$ cat src/rtl/sevenseg_pkg.sv
// Shared types and constants for the game shot-clock / score display.
package sevenseg_pkg;

    typedef enum logic [1:0] {
        ST_IDLE   = 2'd0,
        ST_RUN    = 2'd1,
        ST_PAUSED = 2'd2,
        ST_DONE   = 2'd3
    } state_t;

    localparam int unsigned DIG_W = 2;
    localparam int unsigned BCD_W = 4;
    localparam int unsigned SEG_W = 7;
    localparam int unsigned AN_W  = 4;

    localparam logic [DIG_W-1:0] DIG_TIME_ONES  = 2'd0;
    localparam logic [DIG_W-1:0] DIG_TIME_TENS  = 2'd1;
    localparam logic [DIG_W-1:0] DIG_SCORE_ONES = 2'd2;
    localparam logic [DIG_W-1:0] DIG_SCORE_TENS = 2'd3;

    // Active-low segment patterns, bit order {g,f,e,d,c,b,a}
    localparam logic [SEG_W-1:0] SEG_0     = 7'b1000000;
    localparam logic [SEG_W-1:0] SEG_1     = 7'b1111001;
    localparam logic [SEG_W-1:0] SEG_2     = 7'b0100100;
    localparam logic [SEG_W-1:0] SEG_3     = 7'b0110000;
    localparam logic [SEG_W-1:0] SEG_4     = 7'b0011001;
    localparam logic [SEG_W-1:0] SEG_5     = 7'b0010010;
    localparam logic [SEG_W-1:0] SEG_6     = 7'b0000010;
    localparam logic [SEG_W-1:0] SEG_7     = 7'b1111000;
    localparam logic [SEG_W-1:0] SEG_8     = 7'b0000000;
    localparam logic [SEG_W-1:0] SEG_9     = 7'b0010000;
    localparam logic [SEG_W-1:0] SEG_DASH  = 7'b0111111;
    localparam logic [SEG_W-1:0] SEG_BLANK = 7'b1111111;

endpackage

$ cat src/rtl/sevenseg_decoder.sv
// Combinational BCD to active-low seven-segment decoder; non-BCD codes show a dash.
module sevenseg_decoder
    import sevenseg_pkg::*;
(
    input  logic [BCD_W-1:0] i_bcd,
    output logic [SEG_W-1:0] o_seg
);

    always_comb begin
        o_seg = SEG_DASH;
        case (i_bcd)
            4'd0:    o_seg = SEG_0;
            4'd1:    o_seg = SEG_1;
            4'd2:    o_seg = SEG_2;
            4'd3:    o_seg = SEG_3;
            4'd4:    o_seg = SEG_4;
            4'd5:    o_seg = SEG_5;
            4'd6:    o_seg = SEG_6;
            4'd7:    o_seg = SEG_7;
            4'd8:    o_seg = SEG_8;
            4'd9:    o_seg = SEG_9;
            default: o_seg = SEG_DASH;
        endcase
    end

endmodule

$ cat src/rtl/sevenseg_game_display.sv
// Shot-clock countdown, BCD score and 4-digit multiplexed common-anode display.
// Optional build macro SEVENSEG_BLANK_EN blanks tens digits that read zero.
module sevenseg_game_display
    import sevenseg_pkg::*;
#(
    parameter int unsigned START_SECS = 30
) (
    input  logic             clk,
    input  logic             rst,
    input  logic             tick_1hz,
    input  logic             scan_en,
    input  logic             start,
    input  logic             pause,
    input  logic             score_inc,
    output logic [AN_W-1:0]  an,
    output logic [SEG_W-1:0] seg,
    output logic             dp,
    output logic             time_up,
    output logic             running
);

    localparam logic [BCD_W-1:0] START_TENS = BCD_W'(START_SECS / 10);
    localparam logic [BCD_W-1:0] START_ONES = BCD_W'(START_SECS % 10);

    state_t           r_state;
    logic [BCD_W-1:0] r_time_tens, r_time_ones;
    logic [BCD_W-1:0] r_score_tens, r_score_ones;
    logic [DIG_W-1:0] r_idx;
    logic [AN_W-1:0]  r_an;
    logic [SEG_W-1:0] r_seg;
    logic             r_dp, r_time_up, r_running;

    logic [BCD_W-1:0] w_time_tens_dec, w_time_ones_dec;
    logic [BCD_W-1:0] w_score_tens_inc, w_score_ones_inc;
    logic             w_time_is_one;
    logic [BCD_W-1:0] w_digit;
    logic [SEG_W-1:0] w_dec_seg;
    logic             w_blank;

    // BCD decrement with borrow
    always_comb begin
        w_time_ones_dec = r_time_ones - 4'd1;
        w_time_tens_dec = r_time_tens;
        if (r_time_ones == 4'd0) begin
            w_time_ones_dec = 4'd9;
            w_time_tens_dec = r_time_tens - 4'd1;
        end
    end

    // BCD increment with carry, saturating at 99
    always_comb begin
        w_score_ones_inc = r_score_ones + 4'd1;
        w_score_tens_inc = r_score_tens;
        if (r_score_tens == 4'd9 && r_score_ones == 4'd9) begin
            w_score_ones_inc = r_score_ones;
        end else if (r_score_ones == 4'd9) begin
            w_score_ones_inc = 4'd0;
            w_score_tens_inc = r_score_tens + 4'd1;
        end
    end

    assign w_time_is_one = (r_time_tens == 4'd0) && (r_time_ones == 4'd1);

    always_comb begin
        w_digit = r_time_ones;
        case (r_idx)
            DIG_TIME_ONES:  w_digit = r_time_ones;
            DIG_TIME_TENS:  w_digit = r_time_tens;
            DIG_SCORE_ONES: w_digit = r_score_ones;
            DIG_SCORE_TENS: w_digit = r_score_tens;
            default:        w_digit = r_time_ones;
        endcase
    end

`ifdef SEVENSEG_BLANK_EN
    assign w_blank = ((r_idx == DIG_TIME_TENS) || (r_idx == DIG_SCORE_TENS)) && (w_digit == 4'd0);
`else
    assign w_blank = 1'b0;
`endif

    sevenseg_decoder u_decoder (
        .i_bcd (w_digit),
        .o_seg (w_dec_seg)
    );

    // FSM, counters, scan index and registered display outputs
    always_ff @(posedge clk) begin
        if (rst) begin
            r_state      <= ST_IDLE;
            r_time_tens  <= START_TENS;
            r_time_ones  <= START_ONES;
            r_score_tens <= 4'd0;
            r_score_ones <= 4'd0;
            r_idx        <= DIG_TIME_ONES;
            r_an         <= 4'b1111;
            r_seg        <= SEG_BLANK;
            r_dp         <= 1'b1;
            r_time_up    <= 1'b0;
            r_running    <= 1'b0;
        end else begin
            r_time_up <= 1'b0;
            if (start) begin
                r_time_tens  <= START_TENS;
                r_time_ones  <= START_ONES;
                r_score_tens <= 4'd0;
                r_score_ones <= 4'd0;
                r_state      <= ST_RUN;
            end else if (pause) begin
                if (r_state == ST_RUN) begin
                    r_state <= ST_PAUSED;
                end else if (r_state == ST_PAUSED) begin
                    r_state <= ST_RUN;
                end
            end else if (r_state == ST_RUN) begin
                if (score_inc) begin
                    r_score_tens <= w_score_tens_inc;
                    r_score_ones <= w_score_ones_inc;
                end
                if (tick_1hz) begin
                    r_time_tens <= w_time_tens_dec;
                    r_time_ones <= w_time_ones_dec;
                    if (w_time_is_one) begin
                        r_state   <= ST_DONE;
                        r_time_up <= 1'b1;
                    end
                end
            end

            if (scan_en) begin
                r_idx <= r_idx + 2'd1;
            end

            r_an      <= ~(4'b0001 << r_idx);
            r_seg     <= w_blank ? SEG_BLANK : w_dec_seg;
            r_dp      <= (r_idx != DIG_SCORE_ONES);
            r_running <= (r_state == ST_RUN);
        end
    end

    assign an      = r_an;
    assign seg     = r_seg;
    assign dp      = r_dp;
    assign time_up = r_time_up;
    assign running = r_running;

endmodule

$ cat config.mk
export PLATFORM = sky130hd
export DESIGN_NAME = sevenseg_game_display
export DESIGN_NICKNAME = d
export VERILOG_FILES = /design/src/rtl/sevenseg_pkg.sv /design/src/rtl/sevenseg_decoder.sv /design/src/rtl/sevenseg_game_display.sv
export SDC_FILE = /design/constraint.sdc
export NUM_CORES = 1
export LEC_CHECK = 0
export CORE_ASPECT_RATIO = 1.2
export CORE_MARGIN = 4
export CORE_UTILIZATION = 50
export DETAILED_ROUTE_END_ITERATION = 7
export GPL_TIMING_DRIVEN = 0
export PLACE_DENSITY = 0.73
export SYNTH_ARGS = -nofsm -noshare
export SYNTH_HDL_FRONTEND = slang
export SYNTH_SLANG_ARGS = --single-unit
export TNS_END_PERCENT = 1
$ cat constraint.sdc
create_clock -name clk -period 4.4 [get_ports clk]
set_input_delay 1.1 -clock clk [delete_from_list [all_inputs] [get_ports clk]]
set_output_delay 1.1 -clock clk [all_outputs]
set_load 0.01 [all_outputs]
Word level (Yosys, flattened, before mapping):

Memory sizes are Yosys's and may differ from the RTL's. A register that Yosys moved wholly into a read port is not among the register bits.
Index checks and enable logic that the tools add are counted.

* add/sub/neg operators: 5
* equal/unequal tests: 9
* shift-type cells: 1
* muxes and demuxes: 11
* bitwise logic cells: 5
* reduce and logical (&&, ||, !) cells: 21

Operators by type and width (count)
* 4-bit case mux with 4 select lines: 1
* 4-bit AND reduction: 4
* 2-bit 2-to-1 mux: 6
* 3-bit nonzero test: 4
* 4-bit by 1-bit adder with 4-bit output, second input constant: 2
* 4-bit == test, second input constant: 2
* 4-bit logical NOT: 2
* 4-bit 2-to-1 mux: 2
* 2-bit nonzero test: 4
* 4-bit by 1-bit subtractor with 4-bit output, second input constant: 2
* 2-bit == test, second input constant: 3
* 5-bit AND reduction: 1
* 5-bit OR reduction: 1
* 2-bit by 1-bit == test with 1-bit output, second input constant: 2
* 4-bit by 1-bit == test with 1-bit output, second input constant: 1
* 1-bit inverter: 4
* 4-bit inverter: 1
* 1-bit by 2-bit << shifter with 4-bit output, first input constant: 1
* 3-bit AND reduction: 1
* 2-bit by 1-bit adder with 2-bit output, second input constant: 1
* 1-bit logical AND: 2
* 2-bit logical NOT: 1
* 1-bit 2-to-1 mux: 2
* 2-bit != test, second input constant: 1
* 2-bit OR reduction: 1

* bits in registers: 27
* ROM bits: 112
* bits of input ports: 7
* output and inout port bits: 14
* memories: 1

Memory list
* (no name shown): words 16, bits a word 7, rd ports 1, clocked after memory_dff 1, write ports 0, RTL line sevenseg_decoder.sv:11 `case (i_bcd)`

Longest topological paths before layout:

Gate-level depths: netlist of the first run.

* word-level depth: 7
* mapped depth: 9
* depth with buffers taken out: 9

By module:

Synthesis of the first run repeated with hierarchy kept, for this count alone.

* cell total of the unflattened synthesis: 200
* area, all modules: 1843.0 µm²

By module, submodules not included
* sevenseg_game_display: times used 1, cells an instance 169, area an instance 1602.8 µm², sequential area each 660.6 µm²
* sevenseg_decoder: times used 1, cells an instance 31, area an instance 240.2 µm², sequential area each 0.0 µm²

Least setup slack after synthesis of the first run:

Ideal clock, no wire load.

* kind: input to register
* from: in pause
* to: reg r_time_tens[3]
* library setup time: 0.059 ns
* data arrival time: 2.211 ns
* data required time: 4.341 ns
* setup slack: 2.130 ns
* cell stages on the path: 4
* cell sequence: nand4bb_2 > nand3b_1 > or4_1 > nand2_1

* longest elaborated chain between the ends: 2

RTL lines
* from (decl): RTL line sevenseg_game_display.sv:13 `input logic pause,`
* 1-bit inverter (no line)
* 4-bit AND reduction (no line)
* to (signal assigned): RTL line sevenseg_game_display.sv:120 `r_time_tens <= w_time_tens_dec;`
* to (decl): RTL line sevenseg_game_display.sv:26 `logic [BCD_W-1:0] r_time_tens, r_time_ones;`

Every way passes these cells.
A chain may end at the register's enable or synchronous reset.

Final worst setup path of the first run:

Same ends and word-level chain as after synthesis.

==> impl_metrics.tcl, run 1 <==
set metrics [dict create \
    status "finished, final reports clean" \
    die_area_mm2 0.00424 \
    htreeDepth 2 \
    crit_arrival_ns 2.90 \
    synth_area_mm2 0.00163 \
    finalPower_w 0.000570 \
    grtUsageTotal 0.172 \
    comb_power_share 0.157 \
    drv_slew 0 \
    tightest_slew_ns 0.597 \
    swShare 0.268 \
    syn-mean-instance-area_um2 9.20 \
    synth-edff-count 0 \
    drv_cap 0 \
    path_class "input pin to flip-flop" \
    tns_ns 0 \
    p_clk_frac 0.287 \
    rows 22 \
    drtIter0Drc 59 \
    ys_seq_elements 33 \
    worstHoldEndpoint "r_time_ones[0]" \
    placed_cell_area_mm2 0.00187 \
    ant_nets 0 \
    cts.sinks 33 \
    synth_ff_type "dfxtp_1" \
    yosysTopAreaCell "dfxtp_1" \
    yosysTopAreaCellShare 0.406 \
    core_area_mm2 0.00308 \
    min_from "r_time_ones[0]" \
    vias_per_cell 5.61 \
    drive_gt1_frac 0.0878 \
    n_fill_cell 281 \
    hp-class "flip-flop to flip-flop" \
    cts_setup_buffers 0 \
    ir_drop_uv 201 \
    fin_nets 224 \
    grt_pass1_wl_mm 5.62 \
    clockBufferDepth 2 \
    critPathLaunchType "input pin" \
    gp_congestion 0.735 \
    grt_max_degree 11 \
    grt_pass1_vias 1277 \
    reg2regPathDepth 9 \
    area_delta_synth_final_pct 18.2 \
    rsz0062_at_grt "no" \
    n_antenna_cell 0 \
    cp-end-kind "flip-flop" \
    vias 1352 \
    routedWlPerCell_um 13.9 \
    postCtsHoldBufs 0 \
    layout_min_cycle_time_ns 2.61 \
    ys_top_cells_by_count "33 x dfxtp_1, 18 x inv_1, 14 x nand2_1, 14 x nor2_1, 13 x ha_1" \
    period_share 0.593 \
    syn_nets 197 \
    hold_depth 2 \
    power_density_mw_per_mm2 296 \
    hold_viol_final 0 \
    fin_skew_ns 0.0106 \
    pwr-share-seq 0.556 \
    reg2reg_to "seg[3]" \
    antenna_found_initial 0 \
    drc 0 \
    io_buffers 20 \
    gr-total-overflow 0 \
    synthTopCellsByArea "dfxtp_1 41%, ha_1 10%, mux2i_1 4.3%, inv_1 4.1%, a21oi_1 3.4%" \
    initial_utilization 0.528 \
    fin_hold_ws_ns 0.507 \
    drt_wl_total_mm 3.34 \
    drt_first_pass_iters 4 \
    leakagePower_nw 0.760 \
    die_w_um 60.1 \
    p_sw_w 0.000153 \
    seq_area_frac_synth 0.406 \
    cts_tree "built" \
    regToRegStartpoint "r_idx[0]" \
    relSlewSlack 0.590 \
    cts_root_buffer "clkbuf_4" \
    required_ns 4.69 \
    clkSlewWorstSetupHoldPaths_ns 0.10 \
    synthArstFlopShare 0 \
    cts_buffers 5 \
    yosysWarnings 0 \
    finalSetupViolations 0 \
    cts_resized 0 \
    fmax_mhz 383 \
    hpwl_mm 2.45 \
    p_int_w 0.000417 \
    r2r_setup_slack_ns 2.19 \
    die_h_um 70.5 \
    design_area_mm2 0.00193 \
    synth_cell_types 41 \
    io_pins 21 \
    clk-insertion-delay-late_ns 0.33 \
    path_max_fanout 7 \
    syn_inst 177 \
    synth.most_common_cell "dfxtp_1" \
]
==> kinds of logic after synthesis <==
family	count (synthesis)	synth area share
xor gates and xnor gates	6	0.0323
AOI/OAI and AO/OA	32	0.132
DFF	33	0.406
muxes	9	0.0568
buffers and inverters	25	0.0722
adders and majority gates	13	0.0998
and+or+nand+nor	59	0.201
==> state kept, by name, indices dropped and copies added, names as in the netlist <==
name	flops
r_score_ones	4
r_time_tens	4
r_time_ones	4
an	4
seg	7
r_idx	2
time_up	1
r_state	2
r_score_tens	4
running	1
==> metrics by stage <==
step,utilization,worst slack [ns],instances
after global routing,0.625,1.65,241
after CTS,0.625,1.79,241
after detailed placement,0.608,1.42,233
final,0.625,1.79,241
after global placement,0.608,1.49,233
after floorplan,-,2.13,177
==> power by group through the flow <==
stage	clock network (W)	registers (W)	logic, W
after floorplan	0	0.000327	0.0000485
after global placement	0	0.000323	0.0000860
after detailed placement	0	0.000324	0.0000882
after CTS	0.000170	0.000317	0.0000900
after global routing	0.000182	0.000318	0.0000987
final	0.000163	0.000317	0.0000894
==> layout by cell type (no fill, tap or decap), types with 3 or more instances in the layout <==
master | netlist | layout
a211oi_1 | 4 | 4
a21oi_1 | 11 | 11
a222oi_1 | 4 | 4
clkbuf_1 | 2 | 3
clkbuf_4 | 0 | 5
clkdlybuf4s50_1 | 0 | 20
dfxtp_1 | 33 | 33
ha_1 | 13 | 13
inv_1 | 18 | 18
mux2i_1 | 7 | 7
nand2_1 | 14 | 14
nand3_1 | 6 | 6
nand3b_1 | 3 | 3
nor2_1 | 14 | 14
nor3_1 | 3 | 3
o211ai_1 | 3 | 3
o21ai_0 | 5 | 5
xnor2_1 | 4 | 4
==> worst max-delay path, cell delays in order <==
cell,delay (ns)
clkdlybuf4s50_1,0.50
nand4bb_2,0.37
nand3b_1,0.33
or4_1,0.51
nand2_1,0.08
==> worst max path at each step <==
| stage | start | endpoint | slack, ns | depth (start not counted) |
|---|---|---|---|---|
| after CTS | pause | r_time_tens[3] | 1.79 | 5 |
| final | pause | r_time_tens[3] | 1.79 | 5 |
| after floorplan | pause | r_time_tens[3] | 2.13 | 4 |
| after global placement | pause | r_time_tens[3] | 1.49 | 5 |
| after global routing | pause | r_time_tens[3] | 1.65 | 5 |
| after detailed placement | pause | r_time_tens[3] | 1.42 | 5 |
==> cell type report <==
cell class              instances  area [um^2]  area share
multi-input cells             119          851       0.442
flip-flops and latches         33          661       0.343
repair buffers                 20          200       0.104
inverters                      18         67.6      0.0351
plain buffers                   7         50.0      0.0260
well taps                      36         45.0      0.0234
clock buffers                   6         41.3      0.0214
clock inverters                 2         10.0     0.00520
==> metal layers <==
layer  vias up  global-route usage  part of all wire
li1        678                   -                 -
met5         -                   0                 0
met3         6              0.0518             0.061
met2        38               0.279              0.50
met4         0              0.0665             0.013
met1       630               0.207              0.42
No activity file was read; power rests on OpenSTA's default activity.
==> run 2: changes to the inputs <==
--- a/config.mk
+++ b/config.mk
@@ -7,10 +7,10 @@
 export LEC_CHECK = 0
 export CORE_ASPECT_RATIO = 1.2
 export CORE_MARGIN = 4
-export CORE_UTILIZATION = 50
+export CORE_UTILIZATION = 49
 export DETAILED_ROUTE_END_ITERATION = 7
 export GPL_TIMING_DRIVEN = 0
-export PLACE_DENSITY = 0.73
+export PLACE_DENSITY = 0.75
 export SYNTH_ARGS = -nofsm -noshare
 export SYNTH_HDL_FRONTEND = slang
 export SYNTH_SLANG_ARGS = --single-unit
==> constraint.sdc (replaced) <==
create_clock -name clk -period 2.1 [get_ports clk]
set_input_delay 0.525 -clock clk [delete_from_list [all_inputs] [get_ports clk]]
set_output_delay 0.525 -clock clk [all_outputs]
set_load 0.01 [all_outputs]
==> run 2 against run 1 <==
Critical path depth stayed put. Via count is 0.30% lower. Count of clock-buffer cells in the layout stayed put. Sequential share of layout area is 0.55 points lower. Clock power is 110% higher. Global-route usage is 0.52 points higher. Hold slack worse by 0.0078 ns. First-iteration DRC count is 17% lower. Cell count is 0.83% higher. Sequential power is 110% higher. Combinational power is 120% higher.
==> impl_metrics.tcl, run 2 (synthesis results as in run 1) <==
set metrics [dict create \
    status "finished, final reports clean" \
    area_delta_synth_final_pct 21.5 \
    n_antenna_cell 0 \
    gr-total-overflow 0 \
    io_pins 21 \
    path_class "flip-flop to flip-flop" \
    ir_drop_uv 401 \
    hpwl_mm 2.47 \
    routedWlPerCell_um 13.7 \
    drc 0 \
    vias 1348 \
    io_buffers 20 \
    fmax_mhz 505 \
    r2r_setup_slack_ns 0.12 \
    drive_gt1_frac 0.145 \
    drt_wl_total_mm 3.33 \
    power_density_mw_per_mm2 607 \
    regToRegStartpoint "r_idx[0]" \
    period_share 0.943 \
    initial_utilization 0.519 \
    final_cell_mix "31 x dfxtp_1, 20 x clkdlybuf4s50_1, 17 x inv_1" \
    hold_viol_final 0 \
    clk-insertion-delay-late_ns 0.33 \
    ant_nets 0 \
    die_area_mm2 0.00431 \
    crit_arrival_ns 2.26 \
    place_ws_ns -0.277 \
    core_area_mm2 0.00314 \
    grtUsageTotal 0.177 \
    max_stage_delay_ns 0.58 \
    clockBufferDepth 2 \
    fin_util 0.631 \
    clkSlewWorstSetupHoldPaths_ns 0.10 \
    finalSetupViolations 0 \
    die_h_um 71.2 \
    drt_first_pass_iters 4 \
    cts_tree "built" \
    grt_pass1_wl_mm 5.80 \
    wl_met1_mm 1.41 \
    cts_buffers 5 \
    largest_reg_flops 7 \
    dr_wl_met2_mm 1.70 \
    critPathLaunchType "flip-flop" \
    cts.sinks 33 \
    maxUsedRoutingLayer "met4" \
    cpLargestDelayFamily "simple AND/OR/NAND/NOR gates" \
    layout_min_cycle_time_ns 1.98 \
    worstHoldEndpoint "r_time_ones[2]" \
    die_w_um 60.6 \
    reg2regPathDepth 5 \
    cts_root_buffer "clkbuf_4" \
    n_fill_cell 282 \
    path_max_fanout 8 \
    relSlewSlack 0.679 \
    gp_congestion 0.732 \
    reg2reg_to "seg[0]" \
    wl_met3_um 162 \
    hold_depth 2 \
    cp-end-kind "flip-flop" \
    layout_commonest_cell "dfxtp_1" \
    drv_slew 0 \
    fin_ws_ns 0.119 \
    leakagePower_nw 0.762 \
    cp_num_buf_inv 0 \
    grt_max_degree 11 \
    min_from "r_time_ones[3]" \
    tightest_slew_ns 0.468 \
    drv_cap 0 \
    drtIter0Drc 49 \
    grt_pass1_vias 1357 \
    fin_nets 226 \
    htreeDepth 2 \
    rows 22 \
    hp-class "flip-flop to flip-flop" \
    vias_per_cell 5.55 \
    required_ns 2.38 \
    crit_path_cell_trace "ha_2, a222oi_1, mux2i_2, or4b_4, nand3_1" \
    fin_skew_ns 0.00571 \
    antenna_found_initial 0 \
    cp.depth 5 \
    slowest_stage "or4b_4" \
]
-- run 2: changes by cell type in the layout (fill, tap and decap cells not counted), moves of 2 or more --
cell,before,now
buf_4,2,4
dfxtp_4,0,2
mux2i_2,0,2
dfxtp_1,33,31
ha_1,13,9
mux2i_1,7,5
ha_2,0,3
-- run 2: timing repair --
item | in CTS | in global routing
endpoints found under the setup margin | 0 | 8
endpoints found under the hold margin | 0 | 0
resized for setup | 0 | 14
setup buffers | 0 | 2
hold buffers | 0 | 0
-- run 2: worst reg2reg max path, cell delays in order, from the launching register on --
cell,delay (ns)
dfxtp_4,0.38
ha_2,0.22
a222oi_1,0.44
mux2i_2,0.22
or4b_4,0.58
nand3_1,0.09
-- run 2: layout make-up --
cell class / count / area, um^2 / share of cell area
Timing Repair Buffer: 22 / 215 / 0.109
Inverter: 18 / 67.6 / 0.0341
Multi-Input combinational cell: 119 / 882 / 0.446
Sequential cell: 33 / 668 / 0.338
Buffer: 7 / 50.0 / 0.0253
Clock buffer: 6 / 41.3 / 0.0209
Tap cell: 36 / 45.0 / 0.0228
Clock inverter: 2 / 10.0 / 0.00506
-- run 2: how the worst max path moves through the flow --
stage	startpoint	end
2_1_floorplan	r_idx[0]	seg[3]
3_3_place_gp	pause	r_time_tens[3]
3_5_place_dp	pause	r_time_tens[3]
4_1_cts	r_idx[0]	seg[3]
5_1_grt	r_idx[0]	seg[4]
6_report	r_idx[0]	seg[0]
-- run 2: where the power goes --
part	switching, W	internal [W]
logic	0.0000964	0.000103
clock network	0.000209	0.000127
registers	0.0000139	0.000652
-- run 2: per-stage QoR --
stage          hold WS, ns  total power, W  setup TNS (ns)  instance area (um^2)  instances
2_1_floorplan        0.453        0.000788               0                  1630        177
3_3_place_gp         0.477        0.000856          -0.371                  1870        233
3_5_place_dp         0.490        0.000866          -0.813                  1870        233
4_1_cts              0.504         0.00120               0                  1930        241
5_1_grt              0.539         0.00127        -0.00646                  1980        243
6_report             0.499         0.00120               0                  1980        243
-- run 2: routing by layer --
metal | vias to the layer above | global-route usage
li1 | 682 | -
met1 | 625 | 0.192
met2 | 34 | 0.303
met3 | 7 | 0.0566
met4 | 0 | 0.0795
met5 | - | 0
